<file path="src/rtl/pipe_mux.sv">
// pipe_mux: registered N:1 channel multiplexer with a two-entry skid buffer.
//
// An accepted item is the in_data channel picked by sel. If sel does not name
// a real channel, the item is all zeros and the sticky sel_err flag is raised.
// Items go into a main register, which drives out_data/out_valid. A single
// skid register takes the next item while the main register stalls, so
// in_ready is simply "skid empty". This makes in_ready come straight from a
// flop, with no combinational path from in_valid or out_ready.
//
// Parameters
//   DATA_WIDTH  width of each data channel
//   NUM_INPUTS  number of channels (2..16)
//   SEL_WIDTH   select width, must be ceil(log2(NUM_INPUTS))
//   CNT_WIDTH   width of the wrapping transfer counter
//
// Ports
//   clk        clock, rising edge
//   rst_n      asynchronous active-low reset; clears both stored items at once
//   in_data    packed channels, channel i at [i*DATA_WIDTH +: DATA_WIDTH]
//   sel        channel select, sampled together with in_valid
//   in_valid   upstream offers an item
//   in_ready   block can accept an item (skid register empty)
//   out_data   selected data held in the main register
//   out_valid  out_data holds an item that has not been consumed yet
//   out_ready  downstream accepts the item
//   sel_err    sticky flag: an item with an out-of-range select was accepted
//   err_clr    synchronous clear of sel_err (a new error on the same edge wins)
//   xfer_cnt   count of completed output transfers, wraps to zero

module pipe_mux #(
    parameter int DATA_WIDTH = 64,
    parameter int NUM_INPUTS = 4,
    parameter int SEL_WIDTH  = 2,
    parameter int CNT_WIDTH  = 16
) (
    input  logic                             clk,
    input  logic                             rst_n,
    input  logic [NUM_INPUTS*DATA_WIDTH-1:0] in_data,
    input  logic [SEL_WIDTH-1:0]             sel,
    input  logic                             in_valid,
    output logic                             in_ready,
    output logic [DATA_WIDTH-1:0]            out_data,
    output logic                             out_valid,
    input  logic                             out_ready,
    output logic                             sel_err,
    input  logic                             err_clr,
    output logic [CNT_WIDTH-1:0]             xfer_cnt
);

    logic [DATA_WIDTH-1:0] skid_data;
    logic                  skid_valid;
    logic [DATA_WIDTH-1:0] item;
    logic                  sel_hit;
    logic                  accept;
    logic                  drain;

    // sel_hit stays low when sel names no real channel. The item then stays
    // zero and the error flag can be set, without indexing past in_data.
    always_comb begin
        item    = '0;
        sel_hit = 1'b0;
        for (int i = 0; i < NUM_INPUTS; i++) begin
            if (sel == SEL_WIDTH'(i)) begin
                item    = in_data[i*DATA_WIDTH +: DATA_WIDTH];
                sel_hit = 1'b1;
            end
        end
    end

    assign in_ready = ~skid_valid;
    assign accept   = in_valid & ~skid_valid;
    assign drain    = out_valid & out_ready;

    // The skid register is only ever full while the main register is full.
    // When the main register is empty, the new item can therefore go straight
    // into it.
    always_ff @(posedge clk or negedge rst_n) begin
        if (!rst_n) begin
            out_data   <= '0;
            out_valid  <= 1'b0;
            skid_data  <= '0;
            skid_valid <= 1'b0;
        end else if (!out_valid) begin
            if (accept) begin
                out_data  <= item;
                out_valid <= 1'b1;
            end
        end else if (out_ready) begin
            if (skid_valid) begin
                out_data   <= skid_data;
                skid_valid <= 1'b0;
            end else if (accept) begin
                out_data <= item;
            end else begin
                out_valid <= 1'b0;
            end
        end else if (accept) begin
            skid_data  <= item;
            skid_valid <= 1'b1;
        end
    end

    // When a new bad select and err_clr arrive on the same edge, the set wins.
    always_ff @(posedge clk or negedge rst_n) begin
        if (!rst_n) begin
            sel_err <= 1'b0;
        end else if (accept && !sel_hit) begin
            sel_err <= 1'b1;
        end else if (err_clr) begin
            sel_err <= 1'b0;
        end
    end

    always_ff @(posedge clk or negedge rst_n) begin
        if (!rst_n) begin
            xfer_cnt <= '0;
        end else if (drain) begin
            xfer_cnt <= xfer_cnt + CNT_WIDTH'(1);
        end
    end

endmodule

</file>
<file path="config.mk">
export PLATFORM = sky130hd
export DESIGN_NAME = pipe_mux
export DESIGN_NICKNAME = d
export VERILOG_FILES = /design/src/rtl/pipe_mux.sv
export SDC_FILE = /design/constraint.sdc
export NUM_CORES = 1
export LEC_CHECK = 0
export CAP_MARGIN = 20
export CORE_ASPECT_RATIO = 1.25
export CORE_MARGIN = 5
export CORE_UTILIZATION = 45
export DETAILED_ROUTE_END_ITERATION = 8
export PLACE_DENSITY = 0.86
export SKIP_LAST_GASP = 1
export SLEW_MARGIN = 5
export SYNTH_ARGS = -nofsm -noshare
export SYNTH_HDL_FRONTEND = slang
export SYNTH_SLANG_ARGS = --single-unit
</file>
<file path="constraint.sdc">
create_clock -name clk -period 3.1 [get_ports clk]
set_input_delay 0.62 -clock clk [delete_from_list [all_inputs] [get_ports clk]]
set_output_delay 0.62 -clock clk [all_outputs]
set_load 0.05 [all_outputs]
</file>
==> results of run 1 <==
layout make-up:
class,instances,area share
Tap cell,216,0.02317
Inverter,5,0.001609
Clock inverter,13,0.01566
Multi-Input combinational cell,375,0.2994
Sequential cell,147,0.3154
Timing Repair Buffer,359,0.3077
Clock buffer,19,0.03711
routing by layer:
| metal | up-vias | part of all wire | track usage |
|---|---|---|---|
| li1 | 2784 | - | - |
| met1 | 3108 | 0.36 | 0.2742 |
| met2 | 262 | 0.55 | 0.4340 |
| met3 | 40 | 0.069 | 0.06558 |
| met4 | 0 | 0.027 | 0.09143 |
| met5 | - | 0 | 0 |
worst max-delay path by stage:
| stage | slack [ns] | startpoint | end |
|---|---|---|---|
| 3_3_place_gp | 0.70 | in_valid | skid_data[57]$_DFFE_PN0P_ |
| 2_1_floorplan | 1.27 | sel[0] | skid_data[33]$_DFFE_PN0P_ |
| 4_1_cts | 0.68 | skid_valid$_DFFE_PN0P_ | in_ready |
| 3_5_place_dp | 0.67 | out_ready | skid_data[40]$_DFFE_PN0P_ |
| 6_report | 0.70 | skid_valid$_DFFE_PN0P_ | in_ready |
| 5_1_grt | 0.61 | skid_valid$_DFFE_PN0P_ | in_ready |
registers in the layout, summed over array words and instances (netlist names):
name        cells
out_data       64
out_valid       1
sel_err         1
skid_data      64
skid_valid      1
xfer_cnt       16
synth_stat cells:
cell | n | area share
dfrtp_1 | 147 | 0.50
nor2_1 | 133 | 0.067
o22ai_1 | 64 | 0.054
mux4_2 | 61 | 0.19
mux2_2 | 50 | 0.076
mux2_4 | 15 | 0.030
clkbuf_1 | 14 | 0.0071
buf_2 | 11 | 0.0074
xnor2_1 | 11 | 0.013
buf_4 | 8 | 0.0081
nand2_1 | 8 | 0.0040
nand3_1 | 7 | 0.0047
buf_6 | 6 | 0.0091
inv_1 | 5 | 0.0025
xor2_1 | 4 | 0.0047
mux4_1 | 3 | 0.011
nor3_1 | 3 | 0.0020
and4_1 | 2 | 0.0024
nand2b_1 | 2 | 0.0017
nand4_1 | 2 | 0.0017
a21boi_0 | 1 | 0.0010
a21oi_1 | 1 | 0.00067
and2_1 | 1 | 0.00084
buf_8 | 1 | 0.0020
ha_1 | 1 | 0.0017
nor2_4 | 1 | 0.0015
nor2b_1 | 1 | 0.00084
nor4_2 | 1 | 0.0017
o21ai_0 | 1 | 0.00067
or2_0 | 1 | 0.00084
or3_1 | 1 | 0.00084
cell families (layout without fill, tap and decap cells):
family | count (synthesis) | count (layout) | synth area share
multiplexers | 129 | 129 | 0.3020
flip-flops | 147 | 147 | 0.4957
AND/OR/NAND/NOR | 163 | 163 | 0.09037
XOR/XNOR | 15 | 15 | 0.01770
AO/OA/AOI/OAI | 67 | 67 | 0.05631
buffers and inverters | 45 | 396 | 0.03625
adder cells (fa/ha/maj) | 1 | 1 | 0.001686
report_power, final:
part	internal, mW	switching [mW]
clock	1.35	0.778
combinational	2.14	3.07
sequential	2.83	0.543
total	6.31	4.39
==> results.json, run 1 <==
{
  "grt_remaining_overflow": 0,
  "crit_required_ns": 2.48,
  "start_util": 0.4581,
  "drt-initial-drc-count": 490,
  "worst_slew_pin_slew_ns": 0.5883,
  "cp_max_fo": 6,
  "postRouteWirelength_um": 23080,
  "slowest_delay_ns": 0.83,
  "grt_pass1_vias": 6735,
  "power_density_nw_per_um2": 917.3,
  "cpLargestDelayFamily": "buffers and inverters",
  "cts_resized": 0,
  "finalWorstSetupSlack_ns": 0.6990,
  "syn_area_per_cell_um2": 13.09,
  "finalSetupViolations": 0,
  "n_fill_cell": 1095,
  "netlist_area_um2": 7421,
  "synth-seq-area-share": 0.4957,
  "cts-root-buf": "clkbuf_16",
  "cts_buffers": 17,
  "area_growth_pct": 57.19,
  "die-area_um2": 19180,
  "clk_pin_slew_ns": 0.06,
  "cts_max_level": 4,
  "rsz0062_at_grt": "no",
  "peakVddDrop_mv": 0.5179,
  "drive_above_1_share": 0.1939,
  "crit_arrival_ns": 1.78,
  "multi_input_comb_area_um2": 3492,
  "ff2ff_path_depth": 4,
  "grt_max_degree": 61,
  "antenna_found_initial": 0,
  "hold_ws_ns": 0.1514,
  "slew_headroom": 0.6066,
  "clock_latency_ns": 0.41,
  "cap_violations": 0,
  "rows": 52,
  "critPathLaunchType": "flip-flop",
  "postCtsHoldBufs": 0,
  "fin_setup_tns_ns": 0,
  "path_cells": "inv_1 -> clkdlybuf4s50_1",
  "rrSetupSlack_ns": 1.30,
  "core_area_um2": 16200,
  "timing.rr.end": "skid_data[58]$_DFFE_PN0P_",
  "finalClockSkew_ns": 0.005727,
  "fin_crit_sh": 0.7745,
  "die_h_um": 153.6,
  "drt_pass1_iterations": 4,
  "worstHoldPathType": "input port to asynchronous set/reset pin",
  "r2r-start": "skid_valid$_DFFE_PN0P_",
  "yosys_warnings": 0,
  "hold_viol": 0,
  "grt_pass1_wl_um": 36310,
  "postPlaceCellArea_um2": 11050,
  "seq_area_um2": 3679,
  "post_cts_buffers": 0,
  "fp.dieW_um": 124.9,
  "final-max-slew-violation-count": 0,
  "post-route-util": 0.7200,
  "cp.depth": 2,
  "fin_nets": 1169,
  "end_kind": "primary output",
  "cts.path.max_buffers": 2,
  "viasPerCell": 5.462,
  "slowest_stage": "clkdlybuf4s50_1",
  "io_pins": 346,
  "p_leak_nw": 4.649,
  "layout_commonest_cell": "clkdlybuf4s50_1",
  "dpl.hpwl_um": 17600,
  "port_buffers": 345,
  "synthDistinctLibCells": 31,
  "layout_common_cells": "clkdlybuf4s50_1, dfrtp_1, nor2_1",
  "status": "completed",
  "cts_sinks": 147,
  "syn-num-nets": 831,
  "min_period_ns": 2.401,
  "grt_usage": 0.2412,
  "place_inst": 1102,
  "worst-setup-path-type": "flip-flop to primary output",
  "dp_slack_ns": 0.6689,
  "finalWeightedCongestion": 0.8591,
  "cts_tree": "yes",
  "stdcell_area_um2": 11660,
  "drcViolationCount": 0,
  "path_buf_inv": 2,
  "ys_ff_latch": 147,
  "wl_per_cell_um": 20.35,
  "num_vias": 6194,
  "p_total_mw": 10.70,
  "stdcell_count": 1134,
  "drt.antenna.violating_nets": 0,
  "antenna_cells": 0,
  "synth_cells": 567,
  "fmax_mhz": 416.5
}
Power figures use the tool's default switching activity.
==> inputs of run 2 (changes only) <==
Settings changed: CORE_UTILIZATION 45 to 38, PLACE_DENSITY 0.86 to 0.77.
Clock period 3.1 ns to 2.1 ns, I/O delays scaled along.
==> results.json, run 2 (same netlist as run 1, synthesis figures left out) <==
{
  "grt_pass1_vias": 6696,
  "p_leak_nw": 4.776,
  "worst_slew_pin_slew_ns": 0.5790,
  "cap_violations": 0,
  "worst_hold_path.num_cells": 1,
  "cts_max_level": 4,
  "fin_crit_sh": 0.9725,
  "grt_max_degree": 50,
  "p_total_mw": 15.53,
  "end_kind": "primary output",
  "rows": 57,
  "peakVddDrop_mv": 0.5442,
  "drt-initial-drc-count": 293,
  "drive_above_1_share": 0.2054,
  "num_vias": 6133,
  "status": "completed",
  "hold-path-endpoint": "xfer_cnt[15]$_DFFE_PN0P_",
  "wl_per_cell_um": 19.14,
  "drt_pass1_iterations": 4,
  "io_pins": 346,
  "crit_arrival_ns": 1.62,
  "fp.dieW_um": 135.0,
  "core_area_um2": 19330,
  "path_cells": "clkdlybuf4s50_1",
  "die_h_um": 166.2,
  "slew_headroom": 0.6128,
  "rsz0062_at_grt": "no",
  "finalSetupViolations": 0,
  "grt_pass1_wl_um": 35360,
  "power_frac_seq": 0.319,
  "grt_remaining_overflow": 0,
  "min_period_ns": 2.042,
  "fin_nets": 1177,
  "die-area_um2": 22440,
  "p_sw_frac": 0.4152,
  "finalClockSkew_ns": 0.007187,
  "reg.largest.list": "out_data (64), skid_data (64), xfer_cnt (16)",
  "cts_buffers": 17,
  "switching_power_mw": 6.449,
  "worstHoldPathType": "flip-flop to flip-flop",
  "min_from": "xfer_cnt[15]$_DFFE_PN0P_",
  "cts-root-buf": "clkbuf_16",
  "drt.antenna.violating_nets": 0,
  "slowest_stage": "clkdlybuf4s50_1",
  "slowest_delay_ns": 0.85,
  "critPathLaunchType": "flip-flop",
  "drcViolationCount": 0,
  "n_fill_cell": 1515,
  "cts_sinks": 147,
  "ff2ff_path_depth": 4,
  "cpLargestDelayFamily": "buffers and inverters",
  "comb_power_share": 0.500,
  "clkPwrFrac": 0.181,
  "fin_setup_tns_ns": 0,
  "fmax_mhz": 489.6,
  "post_cts_buffers": 0,
  "power_density_nw_per_um2": 1314,
  "antenna_found_initial": 1,
  "cp_max_fo": 2,
  "finalWeightedCongestion": 0.8503,
  "hold_viol": 0,
  "worst-setup-path-type": "flip-flop to primary output",
  "area_growth_pct": 59.28,
  "grt_usage": 0.2011,
  "r2r-start": "skid_valid$_DFFE_PN0P_",
  "rrSetupSlack_ns": 0.44,
  "port_buffers": 345,
  "clk_pin_slew_ns": 0.06,
  "dpl.hpwl_um": 17410,
  "cts.path.max_buffers": 2,
  "path_buf_inv": 1,
  "viasPerCell": 5.149,
  "layout_commonest_cell": "clkdlybuf4s50_1",
  "clock_latency_ns": 0.41,
  "cts_tree": "yes",
  "layout_common_cells": "clkdlybuf4s50_1, dfrtp_1, nor2_1",
  "power.internal_mw": 9.082,
  "postRouteWirelength_um": 22790,
  "start_util": 0.3840,
  "crit_required_ns": 1.68,
  "timing.rr.end": "skid_data[59]$_DFFE_PN0P_",
  "final-max-slew-violation-count": 0
}
==> run 2: power groups by stage <==
stage | Clock, mW | Sequential (mW) | Combinational (mW)
after global placement | 0 | 4.94 | 7.67
after detailed placement | 0 | 5.00 | 7.84
after CTS | 2.88 | 4.96 | 7.84
after global routing | 2.99 | 5.12 | 8.22
after floorplan | 0 | 7.22 | 2.63
final | 2.82 | 4.96 | 7.76
==> run 2: layout make-up <==
type / count / area, um^2 / share of cell area
inverter: 5 / 18.77 / 0.001588
antenna: 1 / 2.502 / 0.0002117
multi-input combinational: 375 / 3492 / 0.2954
sequential: 147 / 3679 / 0.3112
timing repair buffer: 367 / 3751 / 0.3173
tap: 265 / 331.6 / 0.02805
clock inverter: 10 / 85.08 / 0.007198
clock buffer: 21 / 460.4 / 0.03895
==> run 2: layer usage <==
metal,part of all wire,track usage,vias to the layer above
li1,-,-,2797
met1,0.38,0.2362,3082
met2,0.53,0.3540,223
met3,0.070,0.05273,31
met4,0.024,0.07014,0
met5,0,0,-
==> run 2: worst max path at each step <==
stage                              from                         to  depth (start not counted)
2_1_floorplan       out_valid$_DFF_PN0_  skid_data[14]$_DFFE_PN0P_                          4
3_3_place_gp                  out_ready  skid_data[57]$_DFFE_PN0P_                          5
3_5_place_dp                  out_ready  skid_data[59]$_DFFE_PN0P_                          5
4_1_cts        xfer_cnt[11]$_DFFE_PN0P_               xfer_cnt[11]                          1
5_1_grt        xfer_cnt[13]$_DFFE_PN0P_               xfer_cnt[13]                          1
6_report       out_data[13]$_DFFE_PN0P_               out_data[13]                          1
==> run 2: timing repair <==
item | CTS | global route
setup endpoints to repair | 7 | 4
endpoints found under the hold margin | 44 | 0
hold buffers | 1 | 0
gates resized for setup | 7 | 4
==> run 2: through the flow <==
stage               cells    util  setup WS [ns]  cell area (um^2)  hold slack, ns
floorplan             567       -         0.2941              7421          0.1244
global route         1191  0.6116        0.01319             11820          0.5170
detailed placement   1158  0.5826        0.04119             11260          0.3981
finish               1191  0.6116        0.05766             11820          0.4775
global placement     1158  0.5826        0.06310             11260          0.3852
CTS                  1190  0.6109      0.0006725             11810          0.4780
==> inputs of run 3 (changes only) <==
Settings changed: ABC_AREA set to 0.
==> results of run 3 <==
No change in the layout: final DEF, timing and power equal those of run 2.
